--- src/rtl/step_controller.sv ---
// Board-input front end: conditions the step/run push-buttons and turns them,
// together with a switch-selected instruction-index breakpoint, into the
// one-cycle PC advance enable for the datapath.
module step_controller #(
  parameter int unsigned DEBOUNCE_CYCLES = 50000,
  parameter int unsigned CNT_W           = 16
) (
  input  logic        clk,
  input  logic        rst_n,
  input  logic        KEY_STEP,
  input  logic        KEY_RUN,
  input  logic [6:0]  SW_BP,
  input  logic        SW_BP_EN,
  input  logic [31:0] PC,
  output logic        step_en,
  output logic        running,
  output logic        bp_hit
);

  localparam int unsigned NUM_KEYS = 2;
  localparam int unsigned KEY_STEP_IDX = 0;
  localparam int unsigned KEY_RUN_IDX  = 1;
  localparam logic [CNT_W-1:0] CNT_LAST = CNT_W'(DEBOUNCE_CYCLES - 1);
  localparam logic [6:0]  BP_INDEX_MAX = 7'd99;
  localparam logic [31:0] PC_WORD_MASK = 32'hFFFF_FFFC;

  typedef enum logic [2:0] {
    S_PAUSE  = 3'd0,
    S_STEP   = 3'd1,
    S_RUN    = 3'd2,
    S_BREAK  = 3'd3,
    S_RESUME = 3'd4
  } state_t;

  state_t state;

  logic [NUM_KEYS-1:0] key_raw;
  logic [NUM_KEYS-1:0] press;
  logic                step_ev;
  logic                run_ev;
  logic                bp_match;

  assign key_raw = {KEY_RUN, KEY_STEP};

  // Per-key two-flop synchronizer, debounce counter and press-event flop.
  for (genvar k = 0; k < NUM_KEYS; k++) begin : g_key
    logic             sync_a;
    logic             sync_b;
    logic             db_level;
    logic             press_q;
    logic [CNT_W-1:0] cnt;

    // Bring the asynchronous key level into the clk domain.
    always_ff @(posedge clk) begin
      if (!rst_n) begin
        sync_a <= 1'b1;
        sync_b <= 1'b1;
      end else begin
        sync_a <= key_raw[k];
        sync_b <= sync_a;
      end
    end

    // Accept a level change only after it has been stable long enough;
    // a press event fires for exactly one cycle on an accepted 1->0 change.
    always_ff @(posedge clk) begin
      if (!rst_n) begin
        db_level <= 1'b1;
        cnt      <= '0;
        press_q  <= 1'b0;
      end else begin
        press_q <= 1'b0;
        if (sync_b == db_level) begin
          cnt <= '0;
        end else if (cnt == CNT_LAST) begin
          db_level <= sync_b;
          cnt      <= '0;
          press_q  <= ~sync_b;
        end else begin
          cnt <= cnt + CNT_W'(1);
        end
      end
    end

    assign press[k] = press_q;
  end

  assign step_ev = press[KEY_STEP_IDX];
  assign run_ev  = press[KEY_RUN_IDX];

  // Breakpoint on the instruction index PC/4; byte offset bits are masked off.
  assign bp_match = SW_BP_EN && (SW_BP <= BP_INDEX_MAX) &&
                    ((PC & PC_WORD_MASK) == {23'b0, SW_BP, 2'b00});

  // Control state machine, one transition per cycle.
  always_ff @(posedge clk) begin
    if (!rst_n) begin
      state <= S_PAUSE;
    end else begin
      case (state)
        S_PAUSE: begin
          if (run_ev) begin
            state <= S_RUN;
          end else if (step_ev) begin
            state <= S_STEP;
          end
        end
        S_STEP: begin
          state <= S_PAUSE;
        end
        S_RUN: begin
          if (run_ev) begin
            state <= S_PAUSE;
          end else if (bp_match) begin
            state <= S_BREAK;
          end
        end
        S_BREAK: begin
          if (run_ev) begin
            state <= S_RESUME;
          end else if (step_ev) begin
            state <= S_STEP;
          end
        end
        S_RESUME: begin
          state <= S_RUN;
        end
        default: begin
          state <= S_PAUSE;
        end
      endcase
    end
  end

  // Advance enable: the RUN term drops in the cycle the machine leaves RUN so
  // the PC holds exactly on the breakpoint address.
  always_comb begin
    step_en = 1'b0;
    case (state)
      S_STEP:   step_en = 1'b1;
      S_RESUME: step_en = 1'b1;
      S_RUN:    step_en = ~(run_ev | bp_match);
      default:  step_en = 1'b0;
    endcase
  end

  // Status outputs decoded straight from the state register.
  assign running = (state == S_RUN) || (state == S_RESUME);
  assign bp_hit  = (state == S_BREAK);

endmodule
--- config.mk ---
export PLATFORM = sky130hd
export DESIGN_NAME = step_controller
export DESIGN_NICKNAME = d
export VERILOG_FILES = /design/src/rtl/step_controller.sv
export SDC_FILE = /design/constraint.sdc
export NUM_CORES = 1
export LEC_CHECK = 0
export BUFFER_PORTS_ARGS = -buffer_cell sky130_fd_sc_hd__buf_2
export CAP_MARGIN = 25
export CORE_UTILIZATION = 55
export DETAILED_ROUTE_END_ITERATION = 6
export PLACE_DENSITY = 0.91
export SKIP_LAST_GASP = 1
export SYNTH_ARGS = -nofsm -noshare
export SYNTH_HDL_FRONTEND = slang
export SYNTH_SLANG_ARGS = --single-unit
--- constraint.sdc ---
create_clock -name clk -period 4.65 [get_ports clk]
set_input_delay 0.93 -clock clk [delete_from_list [all_inputs] [get_ports clk]]
set_output_delay 0.93 -clock clk [all_outputs]
set_load 0.02 [all_outputs]
==> impl_metrics.py <==
metrics = {
    "synth": {
        "synth_fp_nets": 265,
        "seq_area_frac_synth_pct": 43.7,
        "syn_area_sq_um": 1970,
        "ys_seq_elements": 43,
        "synth.distinct_cells": 36,
        "ys_warn_count": 0,
        "synthCells": 219,
        "synth.avg_cell_area_sq_um": 9.00,
    },
    "flow_run": {
        "cap_violations": 0,
    },
    "layout": {
        "final_nets": 312,
        "postLayoutCellArea_sq_um": 2280,
        "diodes": 0,
        "stdcell_count": 313,
        "areaGrowthSynthToFinish_pct": 15.8,
        "drive_above_1_share_pct": 22.1,
    },
    "min_path": {
        "whs_endpoint": "g_key[1].sync_b$_SDFF_PN1_",
        "hold_path_class": "register to register",
        "hp-start": "g_key[1].sync_a$_SDFF_PN1_",
        "hold_depth": 1,
    },
    "placement": {
        "place.gp.congestion": 0.813,
        "dp.cells": 305,
        "hpwl_mm": 2.79,
        "placed_cell_area_sq_um": 2220,
        "port_buffers": 44,
    },
    "worst_setup_path": {
        "critPathLaunchType": "input pin",
        "endpoint_kind": "output port",
        "critical_path_arrival_ns": 2.17,
        "crit-reg2reg-capture": "g_key[1].cnt[3]$_SDFF_PP0_",
        "reg2reg_from": "g_key[1].cnt[4]$_SDFF_PP0_",
        "r2r_setup_slack_ns": 2.87,
        "cp_max_fo": 2,
        "r2r_cells": 4,
        "worst_ep_required_time_ns": 3.72,
        "critPathKind": "input pin to output port",
    },
    "sta": {
        "fmax_ghz": 0.323,
        "fin_tns_setup_ns": 0,
        "relSlewSlack_pct": 60.0,
        "setup_viol": 0,
        "slew_violations": 0,
        "finalClockSkew_ns": 0.0133,
        "hold_violations": 0,
        "worst_pin_slew_ns": 0.599,
        "hold_ws_ns": 0.430,
        "rsz0062_at_grt": "no",
        "fin_crit_sh_pct": 66.7,
        "finalCriticalPeriod_ns": 3.10,
    },
    "route": {
        "wl_per_cell_um": 12.0,
        "antenna_left": 0,
        "drt_iter0_drc": 63,
        "wirelength_mm": 3.75,
        "drc_errors": 0,
        "drtPass1Iterations": 4,
        "vias": 1693,
        "vias_per_cell": 5.41,
    },
    "floorplanning": {
        "die_area_sq_um": 3830,
        "start_util_pct": 58.1,
        "placementRows": 21,
        "die-width_um": 61.9,
        "core-area_sq_um": 3390,
        "ios": 47,
        "die_h_um": 61.9,
    },
    "clock_tree": {
        "clock_latency_ns": 0.37,
        "path_clk_slew_ns": 0.13,
        "cts.sink_count": 43,
        "cts_setup_buffers": 0,
        "ctsHtreeMaxLevel": 2,
        "cts_tree": "yes",
        "cts-buffers-inserted": 5,
        "hold_buffers": 0,
        "cts_resized": 0,
        "cts-root-buf": "clkbuf_4",
        "clockBufferDepth": 2,
    },
    "status": {
        "status": "complete, no violations",
    },
    "power": {
        "leakagePower_uw": 0.000792,
        "powerDensity_nw_per_um2": 261,
        "ir_drop_uv": 148,
    },
    "grt": {
        "grt_start_max_net_pins": 17,
        "grt_pass1_vias": 1393,
        "antenna_found_initial": 0,
        "gr-total-overflow": 0,
        "grtUsageTotal_pct": 20.5,
        "grt_pass1_wl_mm": 5.52,
    },
}
-- registers in the layout, summed over array words and instances, names as in the netlist --
name and cells:
g_key.db_level 2, g_key.sync_b 2, state 3, g_key.press_q 2
g_key.cnt 32, g_key.sync_a 2
-- cells by family (layout without fill, tap and decap cells) --
group | Yosys count | in the layout | synth area share [%]
fa+ha+maj | 2 | 2 | 1.27
flops | 43 | 43 | 43.7
mux | 2 | 2 | 1.02
xor+xnor | 38 | 38 | 16.9
simple gates | 115 | 115 | 31.4
compound gates | 9 | 9 | 3.24
buf+inv | 10 | 58 | 2.54
-- cell usage after synthesis, drive strengths merged --
cell,instances,area [sq um]
o21ai,1,5.00
mux2i,2,20.0
o31a,1,8.76
buf,3,23.8
nor2,36,135
and4b,1,10.0
nor3,8,40.0
nand2,12,45.0
and3,6,40.0
xor2,12,105
and2,1,6.26
nor4b,2,17.5
nand4,12,75.1
and4,1,11.3
ha,2,25.0
o31ai,1,7.51
o311ai,1,8.76
or3,1,7.51
nor4bb,3,30.0
a21oi,3,18.8
nor3b,1,7.51
xnor2,26,228
inv,6,22.5
dfxtp,43,861
nand3,15,87.6
or4,1,11.3
clkbuf,1,3.75
o32ai,1,8.76
o22ai,1,6.26
nor4,11,68.8
nand2b,4,25.0
-- cells in the final DEF, fill, tap and decap left out, drive strengths merged, types with 4 or more instances in the layout --
cell    instances
buf            44
dfxtp          43
nor2           36
xnor2          26
nand3          15
nand4          12
nand2          12
xor2           12
nor4           11
nor3            8
inv             7
and3            6
clkbuf          5
nand2b          4
-- through the flow --
stage / utilization (%) / setup slack [ns] / total power [uW]
finish: 67.3 / 1.55 / 595
global route: 67.3 / 1.41 / 618
CTS: 67.3 / 1.53 / 602
detailed placement: 65.5 / 1.53 / 413
global placement: 65.5 / 1.57 / 412
floorplan: - / 1.88 / 393
-- metal layers --
layer / global-route usage, % / vias up / routed length (um)
met2: 35.5 / 61 / 1800
li1: - / 859 / -
met3: 6.21 / 5 / 253
met5: 0 / - / 0
met1: 23.0 / 768 / 1640
met4: 9.84 / 0 / 53
-- final cells by class --
cell class	count	area, sq um
clock inverter	3	23.8
timing repair buffer	44	220
clock buffer	5	37.5
inverter	6	22.5
fill	260	1110
multi-input combinational	166	1060
tap	46	57.6
sequential	43	861
-- worst max path at each step --
| stage | startpoint | to | slack (ns) |
|---|---|---|---|
| 2_1_floorplan | PC[9] | step_en | 1.88 |
| 3_3_place_gp | PC[11] | step_en | 1.57 |
| 3_5_place_dp | PC[11] | step_en | 1.53 |
| 4_1_cts | PC[11] | step_en | 1.53 |
| 5_1_grt | PC[11] | step_en | 1.41 |
| 6_report | PC[11] | step_en | 1.55 |
-- worst max-delay path: stages --
cell,delay (ns)
buf_2,0.10
nor4_1,0.31
nand4_1,0.14
nor4_1,0.36
o32ai_1,0.15
buf_2,0.18
-- report_power, final --
part / internal [uW] / leakage [uW] / switching [uW]
logic: 19.1 / 0.000417 / 14.1
clock network: 60.6 / 0.0000278 / 129
registers: 371 / 0.000347 / 1.34
total: 450 / 0.000792 / 145
No activity file was read; power rests on OpenSTA's default activity.
